[src/rtl/arb_pkg.sv]
`default_nettype none
// ============================================================================
// Module      : arb_pkg
// Description : Shared types and constants for the SRAM port arbiter.
// Revision    : 1.0 - initial release
// ============================================================================
package arb_pkg;

    // Arbiter FSM states
    typedef enum logic [0:0] {
        IDLE = 1'b0,
        BUSY = 1'b1
    } arb_state_t;

    // Port indices: instruction fetch and data-cache miss/write path
    localparam int PORT_IF  = 0;
    localparam int PORT_MEM = 1;

endpackage
`default_nettype wire

[src/rtl/rr_pick2.sv]
`default_nettype none
// ============================================================================
// Module      : rr_pick2
// Description : Two-way winner selection. A lone requester always wins; on
//               contention either the port not granted last (RR=1) or the
//               fixed-priority port 1 (RR=0) wins. One-hot output.
// Revision    : 1.0 - initial release
// ============================================================================
module rr_pick2 #(
    parameter bit RR = 1'b1
) (
    input  logic [1:0] i_req,
    input  logic       i_last,
    output logic [1:0] o_win
);

    // Contention resolution; uncontended requests pass straight through
    always_comb begin
        o_win = i_req;
        if (i_req == 2'b11) begin
            if (RR) begin
                o_win = i_last ? 2'b01 : 2'b10;
            end else begin
                o_win = 2'b10;
            end
        end
    end

endmodule
`default_nettype wire

[src/rtl/sram_arbiter.sv]
`default_nettype none
// ============================================================================
// Module      : sram_arbiter
// Description : Shares one SramController between the instruction-fetch port
//               (0) and the data-cache port (1). Registers the winning request
//               onto the controller, holds it until completion, and steers
//               completion and read data back to the owner.
// Revision    : 1.0 - initial release
// ============================================================================
module sram_arbiter
    import arb_pkg::*;
#(
    parameter bit RR = 1'b1
) (
    input  logic        clk,
    input  logic        rst,
    input  logic        req0_r_en,
    input  logic        req0_w_en,
    input  logic [31:0] req0_addr,
    input  logic [31:0] req0_wdata,
    output logic [63:0] req0_rdata,
    output logic        req0_ready,
    input  logic        req1_r_en,
    input  logic        req1_w_en,
    input  logic [31:0] req1_addr,
    input  logic [31:0] req1_wdata,
    output logic [63:0] req1_rdata,
    output logic        req1_ready,
    output logic        sram_r_en,
    output logic        sram_w_en,
    output logic [31:0] sram_addr,
    output logic [31:0] sram_wdata,
    input  logic [63:0] sram_rdata,
    input  logic        sram_ready,
    output logic [1:0]  grant,
    output logic        busy
);

    arb_state_t  r_state;
    arb_state_t  w_state_nxt;
    logic        w_load;
    logic [1:0]  w_req;
    logic [1:0]  w_win;
    logic        w_sel;
    logic        w_win_r;
    logic        w_win_w;
    logic [31:0] w_win_addr;
    logic [31:0] w_win_wdata;
    logic        w_done;
    logic        r_first;
    logic        r_last;
    logic [1:0]  r_grant;
    logic [63:0] r_rdata0;
    logic [63:0] r_rdata1;

    assign w_req[PORT_IF]  = req0_r_en | req0_w_en;
    assign w_req[PORT_MEM] = req1_r_en | req1_w_en;

    rr_pick2 #(
        .RR (RR)
    ) u_pick (
        .i_req  (w_req),
        .i_last (r_last),
        .o_win  (w_win)
    );

    // Steer the winner's request fields toward the controller registers
    assign w_sel       = w_win[PORT_MEM];
    assign w_win_r     = w_sel ? req1_r_en  : req0_r_en;
    assign w_win_w     = w_sel ? req1_w_en  : req0_w_en;
    assign w_win_addr  = w_sel ? req1_addr  : req0_addr;
    assign w_win_wdata = w_sel ? req1_wdata : req0_wdata;

    // The first BUSY cycle still sees the controller's idle-ready level
    assign w_done = (r_state == BUSY) && !r_first && sram_ready;

    // State register
    always_ff @(posedge clk) begin
        if (!rst) begin
            r_state <= IDLE;
        end else begin
            r_state <= w_state_nxt;
        end
    end

    // Next-state logic and request-load strobe
    always_comb begin
        w_state_nxt = r_state;
        w_load      = 1'b0;
        case (r_state)
            IDLE: begin
                if (|w_req) begin
                    w_state_nxt = BUSY;
                    w_load      = 1'b1;
                end
            end
            BUSY: begin
                if (w_done) begin
                    w_state_nxt = IDLE;
                end
            end
            default: w_state_nxt = IDLE;
        endcase
    end

    // Controller-side registers, ownership tracking and read-data capture
    always_ff @(posedge clk) begin
        if (!rst) begin
            sram_r_en  <= 1'b0;
            sram_w_en  <= 1'b0;
            sram_addr  <= 32'h0;
            sram_wdata <= 32'h0;
            r_grant    <= 2'b00;
            r_first    <= 1'b0;
            r_last     <= 1'b1;
            r_rdata0   <= 64'h0;
            r_rdata1   <= 64'h0;
        end else if (w_load) begin
            // A combined read+write request is performed as a write
            sram_r_en  <= w_win_r & ~w_win_w;
            sram_w_en  <= w_win_w;
            sram_addr  <= w_win_addr;
            sram_wdata <= w_win_wdata;
            r_grant    <= w_win;
            r_first    <= 1'b1;
        end else if (r_state == BUSY) begin
            r_first <= 1'b0;
            if (w_done) begin
                sram_r_en <= 1'b0;
                sram_w_en <= 1'b0;
                r_grant   <= 2'b00;
                r_last    <= r_grant[PORT_MEM];
                if (r_grant[PORT_IF]) begin
                    r_rdata0 <= sram_rdata;
                end
                if (r_grant[PORT_MEM]) begin
                    r_rdata1 <= sram_rdata;
                end
            end
        end
    end

    assign grant = r_grant;
    assign busy  = (r_state == BUSY);

    // Ready is high for idle ports and for the owner's completion cycle
    assign req0_ready = rst & (~w_req[PORT_IF]  | (w_done & r_grant[PORT_IF]));
    assign req1_ready = rst & (~w_req[PORT_MEM] | (w_done & r_grant[PORT_MEM]));

    // Completion data bypasses the capture register for zero-latency return
    assign req0_rdata = (w_done & r_grant[PORT_IF])  ? sram_rdata : r_rdata0;
    assign req1_rdata = (w_done & r_grant[PORT_MEM]) ? sram_rdata : r_rdata1;

endmodule
`default_nettype wire

[config.mk]
export PLATFORM = sky130hd
export DESIGN_NAME = sram_arbiter
export DESIGN_NICKNAME = d
export VERILOG_FILES = /design/src/rtl/arb_pkg.sv /design/src/rtl/rr_pick2.sv /design/src/rtl/sram_arbiter.sv
export SDC_FILE = /design/constraint.sdc
export NUM_CORES = 1
export LEC_CHECK = 0
export ABC_AREA = 1
export CAP_MARGIN = 20
export CORE_UTILIZATION = 40
export DETAILED_ROUTE_END_ITERATION = 8
export GPL_TIMING_DRIVEN = 1
export PLACE_DENSITY_LB_ADDON = 0.12
export SLEW_MARGIN = 20
export SYNTH_ARGS = -nofsm -noshare
export SYNTH_HDL_FRONTEND = slang
export SYNTH_SLANG_ARGS = --single-unit
[constraint.sdc]
create_clock -name clk -period 1.6 [get_ports clk]
set_clock_uncertainty 0.2 [all_clocks]
set_input_delay 0.32 -clock clk [delete_from_list [all_inputs] [get_ports clk]]
set_output_delay 0.32 -clock clk [all_outputs]
set_load 0.01 [all_outputs]
; ---- After elaboration in Yosys (flattened, before gate mapping)
; Cells that the tools add are included.
[op_classes]
mux = 21
n_reduce_logical = 10
eq_ne = 1
bitwise_logic = 14
[ops]
columns = op, count
row1 = $mux 64, 2
row2 = $mux 32, 2
row3 = $mux 1, 11
row4 = $mux 2, 5
row5 = $reduce_and 4->1, 2
row6 = $and 1x1->1, 5
row7 = $not 1->1, 5
row8 = $or 1x1->1, 4
row9 = $reduce_bool 2->1, 2
row10 = $reduce_and 3->1, 1
row11 = $eq 2x2->1 const B, 1
row12 = $logic_and 1x1->1, 2
row13 = $pmux 1 s2, 1
row14 = $reduce_and 2->1, 1
row15 = $reduce_or 2->1, 1
row16 = $logic_not 1->1, 1
[totals]
register_bits = 199
out_inout_bits = 199

; ---- Depth between registers and ports, before layout
; Gate-level depths: netlist (run 1).
[logic_depth]
depth_word = 7
depth_mapped = 10
mapped_depth_nobuf = 8

; ---- By module
; A second synthesis (run 1) with hierarchy kept.
[hier_totals]
cells_unflattened = 1289
hier_area_um2 = 8518.2
[modules_own_cells]
columns = module, area_each_um2, cells_each, instances
row1 = sram_arbiter, 8496.9, 1284, 1
row2 = rr_pick2, 21.3, 5, 1

; ---- Worst setup path before layout (run 1)
; No wires, ideal clock.
[synth_path]
kind = reg2out
start = register r_state, in the netlist busy
end = output req0_rdata[58]
n_path_buf = 2
t_arrival_ps = 1317
slack_ps = -237
path_stages_with_launch = 9
path_cell_list = dfxtp_1 nand2_1 nor2_4 nand2_2 buf_4 buf_6 nand2_1 inv_1 a21oi_1
[synth_between]
elab_chain_len = 4
[synth_rtl]
columns = item, line_no
row1 = start: declaration, sram_arbiter.sv:39  ; arb_state_t r_state;
row2 = start signal: assignment, sram_arbiter.sv:82  ; r_state <= w_state_nxt;
row3 = $logic_and 1x1->1 (2 in series), sram_arbiter.sv:75  ; assign w_done = (r_state == BUSY) && !r_first && sram_ready;
row4 = $and 1x1->1, sram_arbiter.sv:151  ; assign req0_rdata = (w_done & r_grant[PORT_IF]) ? sram_rdata : r_rdata0;
row5 = $mux 64, sram_arbiter.sv:151
row6 = end: declaration, sram_arbiter.sv:21  ; output logic [63:0] req0_rdata,
; Every way passes these cells.

; ---- Worst setup path after layout (run 1)
[layout_path]
start = register r_state, in the netlist busy
end = output req0_rdata[27]
; The elaborated chain is that of the path after synthesis.

==> results of run 1 <==
-- through the flow --
stage                     hold WS [ns]  util (%)
after floorplan                  0.266         -
after global routing             0.202      74.4
after detailed placement         0.303      62.2
final                            0.190      74.4
after global placement           0.279      62.2
after CTS                        0.299      67.3
-- cell usage in the layout (no fill, tap or decap), types with 5 or more instances in the layout --
cell type        count
inv_2              120
buf_8                8
o21ai_0             34
nand3_1            101
buf_12              30
inv_4               10
o21ai_2             61
clkbuf_16           35
nand2_2             43
nor2_2               8
nand3_2             28
dlymetal6s2s_1      69
buf_6               50
nand2_8              5
clkbuf_2            20
nand2_4             49
dfxtp_1            196
nand2_1            180
inv_1              327
clkinv_4             5
buf_4              201
clkdlybuf4s50_1    193
a21oi_2            129
buf_2               94
o21ai_1             31
nor2_1             119
buf_16              16
a21oi_1             65
-- cells in the mapped netlist --
cell type / count / share of area, %
o21ai_1: 30 / 1.4
dfxtp_1: 199 / 38
inv_1: 347 / 12
nor2_1: 130 / 4.6
and2_1: 1 / 0.059
o21ai_0: 100 / 4.7
a21oi_1: 88 / 4.2
buf_2: 31 / 1.5
nand2_2: 2 / 0.12
buf_1: 2 / 0.071
inv_2: 113 / 4.0
buf_6: 21 / 2.2
o211ai_1: 1 / 0.071
a21oi_2: 110 / 9.1
clkbuf_1: 30 / 1.1
buf_4: 12 / 0.85
nor2_4: 1 / 0.11
o22ai_1: 1 / 0.059
nand2_1: 272 / 9.7
nand3_1: 131 / 6.2
-- worst paths after layout --
kind	start	endpoint	slack [ns]	cells past startpoint
setup / recovery	busy	req0_rdata[27]	-0.83	10
hold / removal	req0_w_en	sram_r_en	0.19	5
setup reg to reg	busy	r_rdata0[43]	-0.26	11
hold reg to reg	sram_r_en	sram_r_en	0.32	2
-- where the power goes --
group	internal [mW]	switching (mW)	total [mW]
Clock	2.08	2.13	4.21
Sequential	5.23	0.133	5.36
Combinational	2.07	1.95	4.02
-- area by class of cell --
class	instances	area [um2]
Fill cell	1989	6650
Inverter	460	1780
Sequential cell	199	4000
Tap cell	335	419
Clock buffer	18	439
Timing Repair Buffer	705	7150
Antenna cell	1	2.50
Multi-Input combinational cell	870	5430
Timing Repair inverter	1	8.76
Clock inverter	12	114
-- worst max-delay path: stages, from the launching register on --
cell	delay, ns
dfxtp_4	0.36
nand2_4	0.05
nor2_4	0.11
buf_12	0.15
nand2_8	0.11
buf_12	0.16
buf_16	0.14
nand2_2	0.07
inv_2	0.04
a21oi_2	0.12
buf_2	0.15
-- state kept, by name (all words and copies together), names as in the netlist --
register    cells
r_rdata0       64
r_last          1
r_rdata1       64
r_first         1
busy            1
sram_w_en       1
sram_addr      32
grant           2
sram_r_en       1
sram_wdata     32
-- what timing repair did --
action | 4_1_cts | 5_1_grt
setup buffers | 47 | 42
hold buffers | 0 | 0
cloned | 18 | 26
pin swaps | 4 | 50
setup endpoints to repair | 307 | 388
gates resized for setup | 542 | 529
-- routing by layer --
| layer | wire length, um | part of all wire (%) |
|---|---|---|
| met5 | 0 | 0 |
| met4 | 1470 | 3.5 |
| met3 | 2680 | 6.4 |
| met2 | 21500 | 52 |
| met1 | 15900 | 38 |
-- cells by family after synthesis --
logic type	synth area share, %
buffers and inverters	22.0
and+or+nand+nor	20.8
DFF	37.7
AOI/OAI and AO/OA	19.6
==> metrics list, run 1 <==
- Final period utilization: 152%
- RD Place Congestion: 0.806
- DRC violation count after routing: 0
* Global routing usage summed across all routing layers: 26.4%
- The H-tree generated during clock tree synthesis spans 4 levels.
- Number of buffers inserted by port buffering: 397
- Post-route standard cell area excluding fillers: 0.0193 mm2
- Worst vdd ir: 0.554 mV
- Static Leak: 10.4 nW
- 398 I/O pins were placed.
- DP HPWL: 23,700 um
- Hold Vio Cnt, Final: 0
* GR Util met3: 6.45%
* Total power of the final layout: 13.6 mW
- Number of nets at the end of the flow: 2,453
- Arrival time of the worst setup path: 1.91 ns
- Entering global routing, the biggest net connects 79 pins.
- Yosys printed 0 warnings.
- Critical Setup Path Class: reg2out
* Violations in the final reports: negative setup slack
- Clock tree buffer depth: 2
- Worst min-delay path class: in2reg
- Setup repair after global routing could not meet its margin everywhere.
- Crit Path Max Fanout: 6
- The clock reaches the later pin of the worst-skew pair after 0.43 ns.
* Flops & latches, synth: 199
* Chip Width: 165 um
* Busiest metal layer after global routing: met2
* ANT nets after route: 0
- Number of global-route vias before repair: 11,000
- Result of the run: finished with violations
- In the final timing run, aggregate negative setup slack is -109.65 ns.
- Post-Synthesis Net Count: 1,821
* Part of the Yosys area used for sequential elements: 37.7%
- Clk root buf: clkbuf_16
- The core region is 0.0260 mm2.
- Wire length per cell after detailed routing: 16.0 um
* Cell total after placement: 2,448
- In the global route stage, met1 resource usage came out at 29.8%.
* Initial Util: 40.7%
* Worst slew pin tran: 0.850 ns
- A synthesized cell averages 6.52 um2.
- The first TritonRoute pass finished after 7 iterations.
* Smallest setup slack after layout: -0.828 ns
- Once layout is complete, the cells apart from fillers number 2,601.
- In this run the power density over the cells is 703 mW/mm2.
- M2 GR Usage: 47.1%
- First-pass GRT wire length: 55,700 um
- Starting DRT DRC Count: 585
- Grt ovf: 0
* Number of sinks driven by the clock tree: 199
- Fraction of layout instances using a drive strength above 1: 41.8%
- TritonCTS built the clock tree.
* Mapped cell area: 0.0106 mm2
* Final worst path period need: 2.43 ns
- Summing all placed instances gives a cell area of 0.0162 mm2.
- Max-cap check violation count: 0
- In this run, distinct cell masters in the synthesized netlist total 20.
- The worst setup path is captured at an output pin.
- In this run the vertical extent of the chip is 165 um.
- # rows: 59
- Startpoint type of the worst setup path: flop
* Minimum setup slack after placement: -1.19 ns
- The number of clock buffers added by TritonCTS is 17.
* Total wirelength of the detailed-routed design: 41,600 um
- Worst path required time: 1.08 ns
- Avg Vias per Cell: 4.71
- Clock-pin transition on the worst setup and hold timing paths: 0.07 ns
- Measured against its own limit, the worst slew margin works out to 43.3%.
* Via count: 12,300
* Antenna violations before repair: 1
- The die covers 0.0271 mm2.
- Synth-to-Final Area Change: 82.9%
- Pins over their slew limit: 0
- Number of failing setup endpoints in the final timing report: 258
- Maximum operating frequency: 412 MHz
- Synthesis produced a netlist whose cell count is 1,622.
(Power assumes the default switching activity.)
==> run 2: changes to the inputs <==
--- a/config.mk
+++ b/config.mk
@@ -15,3 +15,4 @@
 export SYNTH_ARGS = -nofsm -noshare
 export SYNTH_HDL_FRONTEND = slang
 export SYNTH_SLANG_ARGS = --single-unit
+export TNS_END_PERCENT = 20
==> metrics list, run 2 (synthesis gave the netlist of run 1 again) <==
* Critical Setup Path Class: reg2out (unchanged)
* Worst Setup End Kind: output pin (unchanged)
* Synth-to-Final Area Change: 66.6% (was 82.9%)
- RSZ-0062 raised after global routing: yes (unchanged)
* Hold path startpoint: rst (was req0_w_en)
* Worst vdd ir: 0.595 mV (was 0.554 mV)
- The fraction of final layout cells sized beyond drive strength 1 came to 34.7% (was 41.8%).
* Post-layout instance count excluding filler cells: 2,510 (was 2,601)
- The placed cell count came to 2,421 (was 2,448).
- First-pass GRT wire length: 52,700 um (was 55,700 um)
* Total wirelength of the detailed-routed design: 37,300 um (was 41,600 um)
- # rows: 59 (unchanged)
- The post-route worst setup slack was -0.888 ns (was -0.828 ns).
* H-tree levels: 4 (unchanged)
- The initial antenna violation count was 0 (was 1).
- The total power draw came to 13.0 mW (was 13.6 mW).
* Hold Vio Cnt, Final: 0 (unchanged)
- The number of max-cap violations was 0 (unchanged).
- The static power due to leakage came to 9.55 nW (was 10.4 nW).
- Starting DRT DRC Count: 515 (was 585)
- The endpoint arrival time on the critical path was 1.97 ns (was 1.91 ns).
- Clock tree buffer depth: 2 (unchanged)
- Worst rel slew slack: 60.3% (was 43.3%)
- Wire length per cell after detailed routing: 14.9 um (was 16.0 um)
- Avg Vias per Cell: 4.62 (was 4.71)
- Chip Width: 165 um (unchanged)
- Grt ovf: 0 (unchanged)
* Hold Worst Slack: 0.175 ns (was 0.190 ns)
* Number of CTS-inserted buffers: 17 (unchanged)
- Quantity of hold-fixing buffers added after cts: 0 (unchanged)
- RD Place Congestion: 0.815 (was 0.806)
- The critical path startpoint is busy (unchanged).
- The terminating pin of the worst hold path is sram_r_en (unchanged).
- Hold Path Stages: 4 (was 5)
- The count of endpoints failing setup in the final report was 308 (was 258).
* Global routing usage summed across all routing layers: 25.0% (was 26.4%)
- ANT nets after route: 0 (unchanged)
- Final period utilization: 156% (was 152%)
* Worst setup slack for register-to-register paths: -0.21 ns (was -0.26 ns)
* Area enclosed by the die boundary: 0.0271 mm2 (unchanged)
- Core Area: 0.0260 mm2 (unchanged)
* Initial Util: 40.7% (unchanged)
- The routed via count is 11,600 (was 12,300).
* Number of nets at the end of the flow: 2,360 (was 2,453)
* End-of-flow core utilization: 67.8% (was 74.4%)
- Number of buffers inserted by port buffering: 397 (unchanged)
- Largest registers: r_rdata0 (64), r_rdata1 (64) (unchanged).
- The number of global-route vias before repair came to 10,400 (was 11,000).
- Power density normalized to cell area: 738 mW/mm2 (was 703 mW/mm2)
* Endpoint of the worst-slack reg-to-reg timing path: r_rdata0[15] (was r_rdata0[43])
- Height of the die: 165 um (unchanged)
- The measured slew at the worst slew-check pin is 0.595 ns (was 0.850 ns).
- Violations in the final reports: negative setup slack (unchanged).
- The maximum fanout encountered on the critical timing path was 8 (was 6).
* DRC violation count after routing: 0 (unchanged)
* Result of the run: finished with violations (unchanged)
- The pin count of the biggest net entering global routing was 79 (unchanged).
* Worst reg2reg path depth: 10 (was 11)
- IO Pins: 398 (unchanged)
- Commonest non-fill, non-tap cells in the layout: 335 x inv_1, 208 x nand2_1, 197 x clkdlybuf4s50_1, 196 x dfxtp_1, 155 x buf_4 (was 327 x inv_1, 201 x buf_4, 196 x dfxtp_1, 193 x clkdlybuf4s50_1, 180 x nand2_1).
* Worst path required time: 1.08 ns (about the same)
- Startpoint type of the worst setup path: flop (unchanged)
- CTS tree: yes (unchanged)
- The minimum clock period after layout was 2.49 ns (was 2.43 ns).
- Critical R2R Launch: busy (unchanged)
- Maximum operating frequency: 402 MHz (was 412 MHz)
- The kind of path behind the tightest hold check was in2reg (unchanged).
* Minimum setup slack after placement: -1.15 ns (was -1.19 ns)
* Clk root buf: clkbuf_16 (unchanged)
- Clock-pin transition on the worst setup and hold timing paths: 0.08 ns (was 0.07 ns)
- Clock latency on the worst-skew pair: 0.43 ns (about the same)
- The most frequent standard cell in the layout excluding fill and tap cells is inv_1 (unchanged).
- The number of slew-limit violations in the final report came to 0 (unchanged).
- The number of optimization iterations in the first detailed-route pass is 5 (was 7).
* Number of sinks driven by the clock tree: 199 (unchanged)
* DP HPWL: 23,700 um (about the same)
[run 2: changes by cell type in the layout (fill, tap and decap cells not counted), moves of 11 or more]
cell	before	now
buf_4	201	155
nand3_1	101	130
nand3_2	28	1
nand2_4	49	38
buf_6	50	35
buf_12	30	17
o21ai_2	61	34
o21ai_0	34	56
nand2_2	43	26
nand2_1	180	208
buf_2	94	108
[run 2: power breakdown]
group,switching [mW],internal [mW],leakage [nW]
clock network,2.17,2.08,0.278
logic,1.71,1.69,7.64
registers,0.124,5.23,1.63
[run 2: critical path, stage by stage (launching register included)]
cell	delay, ns
dfxtp_4	0.37
nand2_4	0.05
nor2_4	0.24
nand2_8	0.13
buf_6	0.16
clkinv_8	0.11
clkbuf_16	0.18
buf_6	0.09
a21oi_2	0.04
buf_4	0.15
[run 2: worst max path at each step]
stage | to | slack [ns] | depth (start not counted)
global placement | req0_rdata[5] | -1.14 | 9
detailed placement | req0_rdata[5] | -1.15 | 9
global route | req0_rdata[49] | -0.95 | 10
floorplan | req1_rdata[0] | -0.09 | 8
finish | req0_rdata[40] | -0.89 | 9
CTS | req0_rdata[61] | -1.09 | 8
[run 2: cell type report]
cell class	instances	area [um2]
fillers	2250	8370
repair buffers	616	5920
multi-input cells	867	4940
flip-flops and latches	199	4000
inverters	460	1770
clock buffers	19	433
well taps	335	419
clock inverters	13	135
diodes	1	2.50
[run 2: stage by stage]
stage	setup TNS (ns)	cell area [um2]
2_1_floorplan	-10.67	10600
4_1_cts	-150.63	16600
5_1_grt	-141.41	17600
6_report	-119.94	17600
3_3_place_gp	-216.57	15900
3_5_place_dp	-224.55	15900
[run 2: routing by layer]
metal	GRT usage, %	part of all wire, %	routed length [um]
met2	43.3	50	18700
met1	29.1	39	14600
met5	0	0	0
met3	5.70	6.7	2510
met4	11.8	3.8	1440
[run 2: timing repair]
item | in CTS | in global routing
buffers inserted | 5 | 34
pin swaps | 3 | 33
cloned | 8 | 9
resized for setup | 283 | 578
endpoints found under the setup margin | 270 | 381
